===== src/rtl/serial_nibble_adder_ctrl_pkg.sv =====
// serial_nibble_adder_ctrl_pkg: shared FSM state encodings, nibble width and counter-width helper
package serial_nibble_adder_ctrl_pkg;
  localparam int NIBBLE_W = 4;
  typedef enum logic [1:0] {
    ST_IDLE = 2'd0,
    ST_RUN  = 2'd1,
    ST_DONE = 2'd2
  } state_e;
  function automatic int cnt_w(input int nib);
    return nib > 1 ? $clog2(nib) : 1;
  endfunction
endpackage


===== src/rtl/serial_nibble_adder_ctrl_if.sv =====
// serial_nibble_adder_ctrl_if: start/done handshakes, operands and result/flags; master = requester, slave = controller
interface serial_nibble_adder_ctrl_if #(parameter int WIDTH = 16) ();
  logic             start_valid;
  logic             start_ready;
  logic [WIDTH-1:0] a;
  logic [WIDTH-1:0] b;
  logic             sub;
  logic             done_valid;
  logic             done_ready;
  logic [WIDTH-1:0] result;
  logic             carry_out;
  logic             overflow;
  logic             busy;
  modport master (
    output start_valid, a, b, sub, done_ready,
    input  start_ready, done_valid, result, carry_out, overflow, busy
  );
  modport slave (
    input  start_valid, a, b, sub, done_ready,
    output start_ready, done_valid, result, carry_out, overflow, busy
  );
endinterface


===== src/rtl/serial_nibble_adder_ctrl_adder.sv =====
// FourBitRippleCarryAdder: 4-bit ripple-carry adder; A/B/c in, S/c4 out
module FourBitRippleCarryAdder (
  input  logic [3:0] A,
  input  logic [3:0] B,
  input  logic       c,
  output logic [3:0] S,
  output logic       c4
);
  logic [4:0] cy;
  always_comb begin
    cy = '0;
    S  = '0;
    cy[0] = c;
    for (int i = 0; i < 4; i++) begin
      S[i]    = A[i] ^ B[i] ^ cy[i];
      cy[i+1] = (A[i] & B[i]) | (cy[i] & (A[i] ^ B[i]));
    end
  end
  assign c4 = cy[4];
endmodule


===== src/rtl/serial_nibble_adder_ctrl.sv =====
// serial_nibble_adder_ctrl: WIDTH-bit add/sub one nibble per clock; clk, rst, bus (slave: start/done handshakes, a, b, sub, result, carry_out, overflow, busy)
module serial_nibble_adder_ctrl
  import serial_nibble_adder_ctrl_pkg::*;
#(
  parameter int WIDTH = 16
) (
  input logic clk,
  input logic rst,
  serial_nibble_adder_ctrl_if.slave bus
);
  localparam int NIB = WIDTH / NIBBLE_W;
  localparam int CW  = cnt_w(NIB);
  state_e           state_q;
  logic [WIDTH-1:0] a_q, b_q, res_q;
  logic [CW-1:0]    cnt_q;
  logic             carry_q, sa_q, sb_q, cout_q, ovf_q, srdy_q, dval_q, busy_q;
  logic [3:0]       s;
  logic             c4, last;
  FourBitRippleCarryAdder u_add (
    .A (a_q[3:0]),
    .B (b_q[3:0]),
    .c (carry_q),
    .S (s),
    .c4(c4)
  );
  assign last = cnt_q == CW'(NIB - 1);
  always_ff @(posedge clk) begin
    if (rst) begin
      state_q <= ST_IDLE;
      a_q     <= '0;
      b_q     <= '0;
      res_q   <= '0;
      cnt_q   <= '0;
      carry_q <= 1'b0;
      sa_q    <= 1'b0;
      sb_q    <= 1'b0;
      cout_q  <= 1'b0;
      ovf_q   <= 1'b0;
      srdy_q  <= 1'b1;
      dval_q  <= 1'b0;
      busy_q  <= 1'b0;
    end else begin
      case (state_q)
        ST_IDLE: if (bus.start_valid) begin
          // subtraction is A + ~B + 1, the +1 entering as the first carry-in
          a_q     <= bus.a;
          b_q     <= bus.b ^ {WIDTH{bus.sub}};
          carry_q <= bus.sub;
          cnt_q   <= '0;
          sa_q    <= bus.a[WIDTH-1];
          sb_q    <= bus.b[WIDTH-1] ^ bus.sub;
          state_q <= ST_RUN;
          srdy_q  <= 1'b0;
          busy_q  <= 1'b1;
        end
        ST_RUN: begin
          a_q     <= a_q >> NIBBLE_W;
          b_q     <= b_q >> NIBBLE_W;
          // sum nibble enters at the top; the low WIDTH bits of the shifted concat also cover WIDTH == 4
          res_q   <= WIDTH'({s, res_q} >> NIBBLE_W);
          carry_q <= c4;
          cnt_q   <= cnt_q + CW'(1);
          if (last) begin
            state_q <= ST_DONE;
            dval_q  <= 1'b1;
            cout_q  <= c4;
            ovf_q   <= (sa_q == sb_q) && (s[3] != sa_q);
          end
        end
        ST_DONE: if (bus.done_ready) begin
          state_q <= ST_IDLE;
          dval_q  <= 1'b0;
          busy_q  <= 1'b0;
          srdy_q  <= 1'b1;
        end
        default: begin
          state_q <= ST_IDLE;
          dval_q  <= 1'b0;
          busy_q  <= 1'b0;
          srdy_q  <= 1'b1;
        end
      endcase
    end
  end
  assign bus.start_ready = srdy_q;
  assign bus.done_valid  = dval_q;
  assign bus.busy        = busy_q;
  assign bus.result      = res_q;
  assign bus.carry_out   = cout_q;
  assign bus.overflow    = ovf_q;
endmodule


===== src/flat_wrapper.sv =====
// flat-port wrapper written by rule: the top's interface ports become plain ports
module serial_nibble_adder_ctrl_flat import serial_nibble_adder_ctrl_pkg::*;
#(
  parameter int WIDTH = 16
)
  (clk, rst, bus_start_valid, bus_a, bus_b, bus_sub, bus_done_ready, bus_start_ready, bus_done_valid, bus_result, bus_carry_out, bus_overflow, bus_busy);
  serial_nibble_adder_ctrl_if #(.WIDTH(WIDTH)) bus_i ();
  input logic clk;
  input logic rst;
  input wire logic [$bits(bus_i.start_valid)-1:0] bus_start_valid;
  input wire logic [$bits(bus_i.a)-1:0] bus_a;
  input wire logic [$bits(bus_i.b)-1:0] bus_b;
  input wire logic [$bits(bus_i.sub)-1:0] bus_sub;
  input wire logic [$bits(bus_i.done_ready)-1:0] bus_done_ready;
  output wire logic [$bits(bus_i.start_ready)-1:0] bus_start_ready;
  output wire logic [$bits(bus_i.done_valid)-1:0] bus_done_valid;
  output wire logic [$bits(bus_i.result)-1:0] bus_result;
  output wire logic [$bits(bus_i.carry_out)-1:0] bus_carry_out;
  output wire logic [$bits(bus_i.overflow)-1:0] bus_overflow;
  output wire logic [$bits(bus_i.busy)-1:0] bus_busy;
  assign bus_i.start_valid = bus_start_valid;
  assign bus_i.a = bus_a;
  assign bus_i.b = bus_b;
  assign bus_i.sub = bus_sub;
  assign bus_i.done_ready = bus_done_ready;
  assign bus_start_ready = bus_i.start_ready;
  assign bus_done_valid = bus_i.done_valid;
  assign bus_result = bus_i.result;
  assign bus_carry_out = bus_i.carry_out;
  assign bus_overflow = bus_i.overflow;
  assign bus_busy = bus_i.busy;
  serial_nibble_adder_ctrl #(.WIDTH(WIDTH)) u_core (.clk(clk), .rst(rst), .bus(bus_i));
endmodule

===== config.mk =====
export PLATFORM = sky130hd
export DESIGN_NAME = serial_nibble_adder_ctrl_flat
export DESIGN_NICKNAME = d
export VERILOG_FILES = /design/src/rtl/serial_nibble_adder_ctrl_pkg.sv /design/src/rtl/serial_nibble_adder_ctrl_if.sv /design/src/rtl/serial_nibble_adder_ctrl_adder.sv /design/src/rtl/serial_nibble_adder_ctrl.sv /design/src/flat_wrapper.sv
export SDC_FILE = /design/constraint.sdc
export NUM_CORES = 1
export LEC_CHECK = 0
export ABC_AREA = 0
export BUFFER_PORTS_ARGS = -buffer_cell sky130_fd_sc_hd__buf_2
export CORE_ASPECT_RATIO = 1.1
export CORE_UTILIZATION = 53
export CTS_BUF_LIST = sky130_fd_sc_hd__clkbuf_4 sky130_fd_sc_hd__clkbuf_8 sky130_fd_sc_hd__clkbuf_16
export DETAILED_ROUTE_END_ITERATION = 10
export GPL_TIMING_DRIVEN = 1
export PLACE_DENSITY = 0.81
export SLEW_MARGIN = 5
export SYNTH_ARGS = -nofsm -noshare
export SYNTH_HDL_FRONTEND = slang
export SYNTH_SLANG_ARGS = --single-unit
export TNS_END_PERCENT = 100

===== constraint.sdc =====
create_clock -name clk -period 2.8 [get_ports clk]
set_input_delay 0.84 -clock clk [delete_from_list [all_inputs] [get_ports clk]]
set_output_delay 0.84 -clock clk [all_outputs]
set_load 0.005 [all_outputs]

[Yosys cells after proc, flatten, opt, wreduce, memory -nomap -nowiden]
Cells that the tools add are included.
Cells by class
  add/sub/neg operators: 1
  equal/unequal tests: 8
  mux-type cells: 20
  bitwise operators: 24
  reductions and logical operators: 9
Operators by type and width (number)
  $pmux W16 S2: 2
  $mux W16: 2
  $xor A16 B16 Y16: 1
  $pmux W1 S3: 3
  $reduce_and A3 Y1: 3
  $xor A1 B1 Y1: 9
  $and A1 B1 Y1: 8
  $mux W2: 4
  $mux W1: 6
  $pmux W2 S3: 1
  $reduce_and A2 Y1: 3
  $eq A2 B2 Y1 const B: 2
  $ne A2 B2 Y1 const B: 2
  $or A1 B1 Y1: 4
  $pmux W2 S2: 1
  $add A2 B1 Y2 const B: 1
  $eq A2 B1 Y1 const B: 1
  $logic_not A2 Y1: 1
  $ne A2 B1 Y1 const B: 1
  $not A1 Y1: 2
  $pmux W1 S2: 1
  $reduce_bool A2 Y1: 1
  $eq A1 B1 Y1: 1
  $logic_and A1 B1 Y1: 1
  $ne A1 B1 Y1: 1
Storage, ports and cells
  register bits after elaboration: 60
  input bits: 37
  logic and storage cells: 75

[Depth between registers and ports, before layout]
  depth after elaboration: 10
  mapped depth: 10

[Cells and area by module]
A second synthesis with hierarchy kept.
Unflattened totals
  cell total of the unflattened synthesis: 290
  area, all modules: 2627.5 um^2
By module, submodules not included
  serial_nibble_adder_ctrl: instances 1, cells each 276, area an instance 2509.9 um^2
  FourBitRippleCarryAdder: instances 1, cells each 14, area an instance 117.6 um^2

[Worst setup path before layout]
No wires, ideal clock.
  path kind: register to register
  from: register u_core.carry_q
  to: register u_core.ovf_q (netlist: u_core.bus.overflow)
  arrival time: 2.204 ns
  data required time: 2.709 ns
  setup slack: 0.505 ns
  stages on the path, launching flop included: 11
  buffers on the path: 0
  period minus slack after synthesis: 2.295 ns
  cells stage by stage: dfxtp_1 fa_1 inv_1 fa_1 inv_1 fa_1 inv_1 fa_1 nor3_1 nor2_1 a311oi_1
Between the ends
  longest elaborated chain between the ends: 9
Ends and longest elaborated chain
  from (decl): line serial_nibble_adder_ctrl.sv:16  | logic carry_q, sa_q, sb_q, cout_q, ovf_q, srdy_q, dval_q, busy_q;
  from (signal assigned): line serial_nibble_adder_ctrl.sv:48  | carry_q <= bus.sub;
  $and A1 B1 Y1: line serial_nibble_adder_ctrl_adder.sv:16  | cy[i+1] = (A[i] & B[i]) | (cy[i] & (A[i] ^ B[i]));
  $or A1 B1 Y1: line serial_nibble_adder_ctrl_adder.sv:16
  $and A1 B1 Y1: line serial_nibble_adder_ctrl_adder.sv:16
  $or A1 B1 Y1: line serial_nibble_adder_ctrl_adder.sv:16
  $and A1 B1 Y1: line serial_nibble_adder_ctrl_adder.sv:16
  $or A1 B1 Y1: line serial_nibble_adder_ctrl_adder.sv:16
  $xor A1 B1 Y1: line serial_nibble_adder_ctrl_adder.sv:15  | S[i] = A[i] ^ B[i] ^ cy[i];
  $ne A1 B1 Y1: line serial_nibble_adder_ctrl.sv:67  | ovf_q <= (sa_q == sb_q) && (s[3] != sa_q);
  $logic_and A1 B1 Y1: line serial_nibble_adder_ctrl.sv:67
  to (signal assigned): line serial_nibble_adder_ctrl.sv:67
  to (decl): line serial_nibble_adder_ctrl.sv:16
No other way between the ends.
A chain may end at the register's enable or synchronous reset.

[Worst setup path after layout]
Ends and elaborated chain as after synthesis.

==> results.md <==
* Layout cell share with drive strength beyond 1 at 26.5%
* Vias per cell at 5.44
* Async SR Flop Fraction at 0%
* TritonCTS clock tree: built
* Htree depth at 3
* Syn Nets at 326
* Power share of the combinational group at 12.5%
* Clock skew at 6.85 ps
* Iter 0 DRT Violations at 95
* Met1 WL at 2.27 mm
* Overall Power at 1.91 mW
* Met3 Wirelength at 264 um
* Grt total ovfl at 0
* Port bufs at 57
* Cell class contributing the biggest share of worst-path delay: adder cells
* Core Area at 0.00465 mm^2
* Sequential share of the synthesized area at 46.5%
* Post-synth EDFFs at 0
* Total GRT Usage at 22.5%
* Critical path data required time at 3050 ps
* Clock transition at the registers of the reported paths at 60 ps
* Register bit total from synthesis at 60
* Flop-to-flop setup slack at 360 ps
* WL per Instance at 13.2 um
* Critical path class: reg -> reg
* Hold Crit Class: reg -> reg
* Outcome: complete, no violations
* Clock power share at 38.4%
* Reg power frac at 49.1%
* Post_cts resized at 0
* Starting Density at 55.6%
* Largest net degree at the start of global routing at 50
* Hold-fix buffers at CTS at 0
* Crit end category: register
* Gpl congestion at 0.799
* Top routing layer in use: met4
* Commonest non-fill, non-tap cells in the layout: dfxtp_1, buf_2, nand2_1, nor2_1, a21oi_1
* Sw frac at 24.8%
* Slowest CP cell: fa_1
* Leakage at 1.28 nW
* Vias in the first global route at 1889
* Startpoint Class: register
* DP HPWL at 3.58 mm
* DRC at 0
* TNS Setup at 0 ps
* Worst skew pair latency at 330 ps
* First-pass GRT wire length at 8.31 mm
* Crit-path max FO at 3
* Initial DRT Pass Iterations at 4
* Row cnt at 26
* Relative slew slack at 51.7%
* Cells after synthesis at 284
* Worst path arrival time at 2690 ps
* Mean post-synth cell area at 9.10 um^2
* Worst path most repeated cell: fa_1
* Crit-path cells: fa_1, inv_1, fa_1, inv_1, fa_1, inv_1, fa_1, nor3_1, nor2_1, a311oi_1
* Die boundary width at 68.6 um
* Tcrit/Tclk final at 87.3%
* Max cap viols at 0
* Slew Limit Fails at 0
* Tightest Pin Transition at 721 ps
* Synth unique cells at 35
* Bufs on Longest Clock Path at 2
* Fin nets at 377
* RSZ-0062 raised after global routing: no
* Die area at 0.00516 mm^2
* Cell area after synthesis at 0.00258 mm^2
* CP bufs+invs at 3
* ANT cells at 0
* VDD IR-drop max at 405 uV
* Height of the die at 75.2 um
* CTS root buffer: clkbuf_8
* Final Util at 65.8%
* P_sw at 0.474 mW
* CTS Buf Count at 9
* Clock net sink count at 60
* Synth Flop Type: dfxtp_1
* Commonest non-fill, non-tap cell in the layout: dfxtp_1
* Setup Viol. Count Final at 0
* Ports at 58
* Fillers at 405
* # Post-CTS Setup Buffers at 0
* Routed wl met2 at 2.59 mm
* Vias at 2154
* Final min period at 2440 ps
* CP peak stage delay at 430 ps
* P&R area growth vs syn at 18.4%
* Final hold violation count at 0
* Antenna violations before repair at 0
* Warnings, synthesis at 0
* Internal at 1.44 mW
* Final ANT Viol Nets at 0
* DRT Wirelength at 5.22 mm
* Achievable clock frequency at 409 MHz
* PwrDens at 625 mW/mm^2
==> worst min-delay path, stage by stage, from the launching register on <==
cell and delay, ps:
dfxtp_1 310, nand2_1 50, a21oi_1 50
==> flip-flops by register name (all words and copies together), names as in the netlist <==
signal	count
u_core.a_q	16
u_core.b_q	16
u_core.bus.result	16
u_core.cnt_q	2
u_core.state_q	2
u_core.bus.busy	1
u_core.bus.carry_out	1
u_core.bus.done_valid	1
u_core.bus.overflow	1
u_core.bus.start_ready	1
u_core.carry_q	1
u_core.sa_q	1
u_core.sb_q	1
==> per-layer routing <==
metal / track usage, % / up-vias
li1: - / 1083
met1: 26.6 / 1007
met2: 36.9 / 54
met3: 5.45 / 10
met4: 13.0 / 0
met5: 0 / -
==> Yosys cell counts (2+ instances only) <==
cell / n / area [um^2]
a211oi_1: 15 / 113
a21oi_1: 29 / 145
a221o_1: 3 / 30.0
a221o_2: 5 / 56.3
a22oi_1: 7 / 52.6
a311oi_1: 2 / 17.5
buf_2: 11 / 55.1
buf_6: 2 / 22.5
clkbuf_1: 9 / 33.8
dfxtp_1: 60 / 1200
fa_1: 4 / 80.1
inv_1: 8 / 30.0
mux2i_1: 13 / 130
nand2_1: 39 / 146
nand2b_1: 4 / 25.0
nand3_1: 5 / 25.0
nor2_1: 32 / 120
o21bai_1: 2 / 15.0
o22ai_1: 4 / 25.0
xnor2_1: 12 / 105
xor2_1: 4 / 35.0
==> worst paths after layout <==
path,start,to,cells past startpoint
setup / recovery,u_core.carry_q,u_core.bus.overflow,10
hold / removal,u_core.bus.result[1],u_core.bus.result[1],2
setup reg to reg,u_core.carry_q,u_core.bus.overflow,10
hold reg to reg,u_core.bus.result[1],u_core.bus.result[1],2
==> kinds of logic after synthesis <==
logic type / Yosys count / synth area share [%]
xor+xnor: 16 / 5.42
compound gates: 71 / 18.9
mux: 13 / 5.03
simple gates: 88 / 14.8
flops: 60 / 46.5
fa+ha+maj: 5 / 3.58
buf+inv: 31 / 5.76
==> metrics by stage <==
stage                     cell area [um^2]  hold slack [ps]  setup WS [ps]  cells
after global routing                  3060              484            178    396
after floorplan                       2580              436            505    284
final                                 3060              456            356    396
after global placement                2870              441            436    380
after CTS                             3060              457            355    396
after detailed placement              2870              448            367    380
==> area by class of cell <==
type                       instances  area (um^2)  share of cell area [%]
tap                               56         70.1                    2.29
clock buffer                      15          188                    6.13
timing repair buffer              63          330                    10.8
multi-input combinational        193         1240                    40.4
inverter                           8         30.0                   0.981
clock inverter                     1         5.00                   0.163
sequential                        60         1200                    39.2
==> power groups by stage <==
stage,registers (mW),logic (mW),clock network [mW]
floorplan,0.950,0.173,0
global placement,0.955,0.234,0
detailed placement,0.957,0.240,0
CTS,0.938,0.241,0.750
global route,0.944,0.270,0.789
finish,0.938,0.239,0.735
No activity file was read; power rests on OpenSTA's default activity.
